==> src/rtl/apb_arb_master.sv <==
// APB master shared by two requesters: round-robin grant, address range check,
// and an ACCESS-phase timeout. All outputs come straight from registers.
module apb_arb_master #(
    parameter int unsigned TIMEOUT  = 16,
    parameter int unsigned ADDR_MAX = 123
) (
    input  logic        PCLK,
    input  logic        PRESET,
    input  logic [1:0]  req_valid,
    input  logic [1:0]  req_write,
    input  logic [63:0] req_addr,
    input  logic [63:0] req_wdata,
    output logic [1:0]  req_ready,
    output logic [1:0]  rsp_valid,
    output logic [31:0] rsp_rdata,
    output logic        rsp_err,
    output logic        PSEL,
    output logic        PENABLE,
    output logic        PWRITE,
    output logic [31:0] PADDR,
    output logic [31:0] PWDATA,
    input  logic        PREADY,
    input  logic        PSLVERR,
    input  logic [31:0] PRDATA,
    output logic        busy
);
    localparam int unsigned CntW = (TIMEOUT > 1) ? $clog2(TIMEOUT) : 1;

    typedef enum logic [1:0] {StIdle, StSetup, StAccess, StResp} state_t;

    state_t           r_state, w_state_nxt;
    logic             r_last, w_last_nxt;
    logic [CntW-1:0]  r_tcnt, w_tcnt_nxt;
    logic             r_grant, w_grant_nxt;
    logic             r_write, w_write_nxt;
    logic [31:0]      r_addr, w_addr_nxt;
    logic [31:0]      r_wdata, w_wdata_nxt;

    logic             r_psel, w_psel_nxt;
    logic             r_penable, w_penable_nxt;
    logic             r_pwrite, w_pwrite_nxt;
    logic [31:0]      r_paddr, w_paddr_nxt;
    logic [31:0]      r_pwdata, w_pwdata_nxt;
    logic [1:0]       r_req_ready, w_req_ready_nxt;
    logic [1:0]       r_rsp_valid, w_rsp_valid_nxt;
    logic [31:0]      r_rsp_rdata, w_rsp_rdata_nxt;
    logic             r_rsp_err, w_rsp_err_nxt;
    logic             r_busy, w_busy_nxt;

    logic             w_sel;
    logic             w_sel_write;
    logic [31:0]      w_sel_addr;
    logic [31:0]      w_sel_wdata;
    logic [1:0]       w_sel_oh;
    logic [1:0]       w_grant_oh;

    // On contention the requester not served last wins; a lone request always wins.
    assign w_sel       = (&req_valid) ? ~r_last : req_valid[1];
    assign w_sel_write = w_sel ? req_write[1] : req_write[0];
    assign w_sel_addr  = w_sel ? req_addr[63:32] : req_addr[31:0];
    assign w_sel_wdata = w_sel ? req_wdata[63:32] : req_wdata[31:0];
    assign w_sel_oh    = w_sel ? 2'b10 : 2'b01;
    assign w_grant_oh  = r_grant ? 2'b10 : 2'b01;

    always_comb begin
        w_state_nxt     = r_state;
        w_last_nxt      = r_last;
        w_tcnt_nxt      = '0;
        w_grant_nxt     = r_grant;
        w_write_nxt     = r_write;
        w_addr_nxt      = r_addr;
        w_wdata_nxt     = r_wdata;
        w_psel_nxt      = 1'b0;
        w_penable_nxt   = 1'b0;
        w_pwrite_nxt    = 1'b0;
        w_paddr_nxt     = '0;
        w_pwdata_nxt    = '0;
        w_req_ready_nxt = '0;
        w_rsp_valid_nxt = '0;
        w_rsp_rdata_nxt = '0;
        w_rsp_err_nxt   = 1'b0;

        unique case (r_state)
            StIdle: begin
                if (|req_valid) begin
                    w_grant_nxt     = w_sel;
                    w_last_nxt      = w_sel;
                    w_write_nxt     = w_sel_write;
                    w_addr_nxt      = w_sel_addr;
                    w_wdata_nxt     = w_sel_wdata;
                    w_req_ready_nxt = w_sel_oh;
                    if (w_sel_addr <= 32'(ADDR_MAX)) begin
                        w_state_nxt  = StSetup;
                        w_psel_nxt   = 1'b1;
                        w_pwrite_nxt = w_sel_write;
                        w_paddr_nxt  = w_sel_addr;
                        w_pwdata_nxt = w_sel_wdata;
                    end else begin
                        // Out-of-range address never reaches the bus.
                        w_state_nxt     = StResp;
                        w_rsp_valid_nxt = w_sel_oh;
                        w_rsp_err_nxt   = 1'b1;
                    end
                end
            end
            StSetup: begin
                w_state_nxt   = StAccess;
                w_psel_nxt    = 1'b1;
                w_penable_nxt = 1'b1;
                w_pwrite_nxt  = r_write;
                w_paddr_nxt   = r_addr;
                w_pwdata_nxt  = r_wdata;
            end
            StAccess: begin
                if (PREADY) begin
                    w_state_nxt     = StResp;
                    w_rsp_valid_nxt = w_grant_oh;
                    w_rsp_err_nxt   = PSLVERR;
                    w_rsp_rdata_nxt = r_write ? 32'h0 : PRDATA;
                end else if (r_tcnt == CntW'(TIMEOUT - 1)) begin
                    w_state_nxt     = StResp;
                    w_rsp_valid_nxt = w_grant_oh;
                    w_rsp_err_nxt   = 1'b1;
                end else begin
                    w_tcnt_nxt    = r_tcnt + 1'b1;
                    w_psel_nxt    = 1'b1;
                    w_penable_nxt = 1'b1;
                    w_pwrite_nxt  = r_write;
                    w_paddr_nxt   = r_addr;
                    w_pwdata_nxt  = r_wdata;
                end
            end
            StResp: begin
                w_state_nxt = StIdle;
            end
            default: begin
                w_state_nxt = StIdle;
            end
        endcase

        w_busy_nxt = (w_state_nxt != StIdle);
    end

    always_ff @(posedge PCLK) begin
        if (PRESET) begin
            r_state     <= StIdle;
            r_last      <= 1'b1;
            r_tcnt      <= '0;
            r_grant     <= 1'b0;
            r_write     <= 1'b0;
            r_addr      <= '0;
            r_wdata     <= '0;
            r_psel      <= 1'b0;
            r_penable   <= 1'b0;
            r_pwrite    <= 1'b0;
            r_paddr     <= '0;
            r_pwdata    <= '0;
            r_req_ready <= '0;
            r_rsp_valid <= '0;
            r_rsp_rdata <= '0;
            r_rsp_err   <= 1'b0;
            r_busy      <= 1'b0;
        end else begin
            r_state     <= w_state_nxt;
            r_last      <= w_last_nxt;
            r_tcnt      <= w_tcnt_nxt;
            r_grant     <= w_grant_nxt;
            r_write     <= w_write_nxt;
            r_addr      <= w_addr_nxt;
            r_wdata     <= w_wdata_nxt;
            r_psel      <= w_psel_nxt;
            r_penable   <= w_penable_nxt;
            r_pwrite    <= w_pwrite_nxt;
            r_paddr     <= w_paddr_nxt;
            r_pwdata    <= w_pwdata_nxt;
            r_req_ready <= w_req_ready_nxt;
            r_rsp_valid <= w_rsp_valid_nxt;
            r_rsp_rdata <= w_rsp_rdata_nxt;
            r_rsp_err   <= w_rsp_err_nxt;
            r_busy      <= w_busy_nxt;
        end
    end

    assign PSEL      = r_psel;
    assign PENABLE   = r_penable;
    assign PWRITE    = r_pwrite;
    assign PADDR     = r_paddr;
    assign PWDATA    = r_pwdata;
    assign req_ready = r_req_ready;
    assign rsp_valid = r_rsp_valid;
    assign rsp_rdata = r_rsp_rdata;
    assign rsp_err   = r_rsp_err;
    assign busy      = r_busy;

endmodule
==> config.mk <==
export PLATFORM = sky130hd
export DESIGN_NAME = apb_arb_master
export DESIGN_NICKNAME = d
export VERILOG_FILES = /design/src/rtl/apb_arb_master.sv
export SDC_FILE = /design/constraint.sdc
export NUM_CORES = 1
export LEC_CHECK = 0
export CORE_UTILIZATION = 41
export CTS_CLUSTER_DIAMETER = 40
export CTS_CLUSTER_SIZE = 14
export DETAILED_ROUTE_END_ITERATION = 10
export PLACE_DENSITY = 0.84
export SETUP_SLACK_MARGIN = 0.02
export SLEW_MARGIN = 40
export SYNTH_ARGS = -nofsm -noshare
export SYNTH_HDL_FRONTEND = slang
export SYNTH_SLANG_ARGS = --single-unit
==> constraint.sdc <==
create_clock -name PCLK -period 2.83 [get_ports PCLK]
set_input_delay 0.7075 -clock PCLK [delete_from_list [all_inputs] [get_ports PCLK]]
set_output_delay 0.7075 -clock PCLK [all_outputs]
set_load 0.02 [all_outputs]
==> impl_metrics.tcl <==
set metrics [dict create \
    cts_hold_buf 0 \
    drc 0 \
    antenna_found_initial 0 \
    clk_pin_slew_ps 60 \
    ir_worst_vdd_uv 486 \
    whs_ps 448 \
    vias_per_cell 4.87 \
    finalCriticalPeriod_ps 2430 \
    fillCellCount 1227 \
    fp.dieH_um 127 \
    dieArea_mm2 0.0162 \
    synth_ff_type "dfxtp_1" \
    final_cell_mix "clkdlybuf4s50_1 (271), dfxtp_1 (178), nor2_1 (77), a211oi_1 (66), mux2i_1 (65)" \
    synth_edf_count 0 \
    synth_fp_nets 809 \
    syn_to_final_growth_pct 55.1 \
    synth_cell_types 40 \
    dieWidth_um 127 \
    synth.avg_cell_area_um2 10.1 \
    r2r_slack_ps 620 \
    io_buffers 272 \
    finalHoldViolCount 0 \
    crit_family "buffers and inverters" \
    start_kind "input pin" \
    ys_seq_elements 178 \
    final_common_cell "clkdlybuf4s50_1" \
    grt_pass1_vias 5079 \
    numClockSinks 178 \
    hold_end "PWDATA[7]" \
    rsz0062_at_grt "no" \
    ioPinCount 273 \
    path_class "input pin to register" \
    worstPathBufferInverterCount 3 \
    wirelength_um 16400 \
    dp.cells 1087 \
    clock_skew_ps 9.53 \
    slew_headroom_pct 55.7 \
    fin_total_pwr_w 0.00719 \
    crit_chain "clkdlybuf4s50_1, a21boi_4, buf_12, nor3_1, nor3_1, o211ai_4, buf_12, o21ai_1" \
    crit_path_end_kind "register" \
    holdCritPathClass "register to register" \
    wl_per_cell_um 14.7 \
    cts_buffer_depth 2 \
    r2r_start "r_state[0]" \
    drt_first_pass_iters 6 \
    synth-async-reset-ratio_pct 0 \
    ys_warn_count 0 \
    cp.arrival_ps 2780 \
    n_antenna_cell 0 \
    synth_cells 636 \
    grt_use_total_pct 20.7 \
    drv_cap 0 \
    setup_violations 0 \
    hpwl_um 11900 \
    netlist_area_mm2 0.00642 \
    cts_root_buf "clkbuf_16" \
    core_area_mm2 0.0153 \
    place_congestion 0.871 \
    status "finished, final reports clean" \
    grt_pass1_wl_um 25800 \
    grt_overflow 0 \
    cts_tree "built" \
    clock_latency_ps 420 \
    fmax_mhz 412 \
    path_max_fanout 41 \
    drive_above_1_share_pct 7.16 \
    slowest_stage "clkdlybuf4s50_1" \
    post_cts_resize_count 0 \
    worstMarginPinSlew_ps 664 \
    min_from "r_wdata[7]" \
    whs_path_depth 2 \
    grt_start_max_net_pins 131 \
    p_per_area_mw_per_mm2 722 \
    final_cells 1119 \
    min_period_over_period_pct 85.9 \
    crit_path_max_incr_delay_ps 520 \
    seq_area_frac_synth_pct 55.5 \
    htreeDepth 4 \
    fin_tns_setup_ps 0 \
    maxSlewViolCount 0 \
    cts_buffers 17 \
    r2r_cells 8 \
    post_cts_buffers 0 \
    rows 45 \
    drtAntennaViolNets 0 \
    num-nets-final 1068 \
    cp_data_required_time_ps 3180 \
    via_count 5452 \
    initial_core_util_pct 42.1 \
    p_leak_nw 3.76 \
    drtIter0Drc 201 \
    r2r_end "PWDATA[8]" \
]
-- state kept, by name (all words and copies together), names as in the netlist, 2 cells and up --
| register | cells |
|---|---|
| PADDR | 32 |
| PWDATA | 32 |
| r_addr | 32 |
| r_state | 2 |
| r_tcnt | 4 |
| r_wdata | 32 |
| req_ready | 2 |
| rsp_rdata | 32 |
| rsp_valid | 2 |
-- cell type report --
cell class	instances	area [um2]	area share (%)
clock buffer	19	443	4.45
clock inverter	13	125	1.26
inverter	5	18.8	0.189
multi-input combinational	408	2670	26.8
sequential	178	3560	35.8
tap	211	264	2.65
timing repair buffer	285	2870	28.8
-- synthesized netlist by cell type, types with 2 or more instances --
library cell | number | area share, %
mux2i_1 | 65 | 10
dfxtp_1 | 178 | 56
o21ai_2 | 10 | 1.4
and3_1 | 2 | 0.19
nand4_1 | 2 | 0.19
o21ai_1 | 32 | 2.5
nand3_1 | 3 | 0.23
and2_1 | 57 | 5.6
nor4_1 | 9 | 0.88
a22o_1 | 2 | 0.27
nand2b_1 | 4 | 0.39
buf_1 | 4 | 0.23
a211oi_1 | 66 | 7.7
ha_1 | 5 | 0.98
inv_1 | 5 | 0.29
or2_2 | 3 | 0.29
nor3_1 | 6 | 0.47
buf_2 | 11 | 0.86
buf_4 | 5 | 0.59
a31oi_1 | 2 | 0.19
nand2_1 | 42 | 2.5
nor2_1 | 78 | 4.6
clkbuf_1 | 25 | 1.5
nor3b_1 | 3 | 0.35
a21oi_1 | 2 | 0.16
-- worst register-to-register path, stage by stage (launching register included) --
cell and delay, ps:
dfxtp_1 340, inv_1 100, ha_1 310, o21ai_1 170
or3_1 350, nor3_1 340, o211ai_4 140, buf_12 210
o21ai_1 190
-- worst max path at each step --
stage / from / end / slack (ps) / cells past startpoint
3_5_place_dp: req_valid[1] / PWDATA[12] / 20 / 8
2_1_floorplan: req_addr[47] / PADDR[0] / 800 / 5
3_3_place_gp: req_valid[1] / PWDATA[10] / 50 / 8
6_report: req_valid[1] / PWDATA[8] / 400 / 8
5_1_grt: req_valid[1] / PWDATA[15] / 210 / 8
4_1_cts: req_valid[1] / PADDR[5] / 440 / 8
-- layer usage --
layer | vias up | GRT usage, % | share of wire (%) | wire length (um)
met1 | 2497 | 24.2 | 42 | 6840
met2 | 199 | 35.7 | 49 | 8010
met5 | - | 0 | 0 | 0
met3 | 22 | 6.74 | 8.1 | 1330
met4 | 0 | 6.93 | 1.6 | 261
li1 | 2734 | - | - | -
-- stage by stage --
stage | worst slack [ps] | utilization [%] | area [um2]
6_report | 400 | 65.2 | 9950
5_1_grt | 207 | 65.2 | 9950
4_1_cts | 436 | 65.2 | 9950
3_5_place_dp | 19.0 | 61.5 | 9380
3_3_place_gp | 46.5 | 61.5 | 9380
2_1_floorplan | 797 | - | 6420
-- kinds of logic after synthesis --
family | count (synthesis) | synth area share [%]
buf+inv | 50 | 3.43
xor+xnor | 2 | 0.273
fa+ha+maj | 5 | 0.975
flops | 178 | 55.5
simple gates | 214 | 16.4
compound gates | 122 | 13.2
mux | 65 | 10.1
-- power breakdown --
part / leakage [nW] / switching (W) / total (W) / internal [W]
clock network: 0.280 / 0.000986 / 0.00224 / 0.00125
logic: 2.02 / 0.000981 / 0.00185 / 0.000868
registers: 1.46 / 0.000175 / 0.00310 / 0.00293
(Power assumes the default switching activity.)
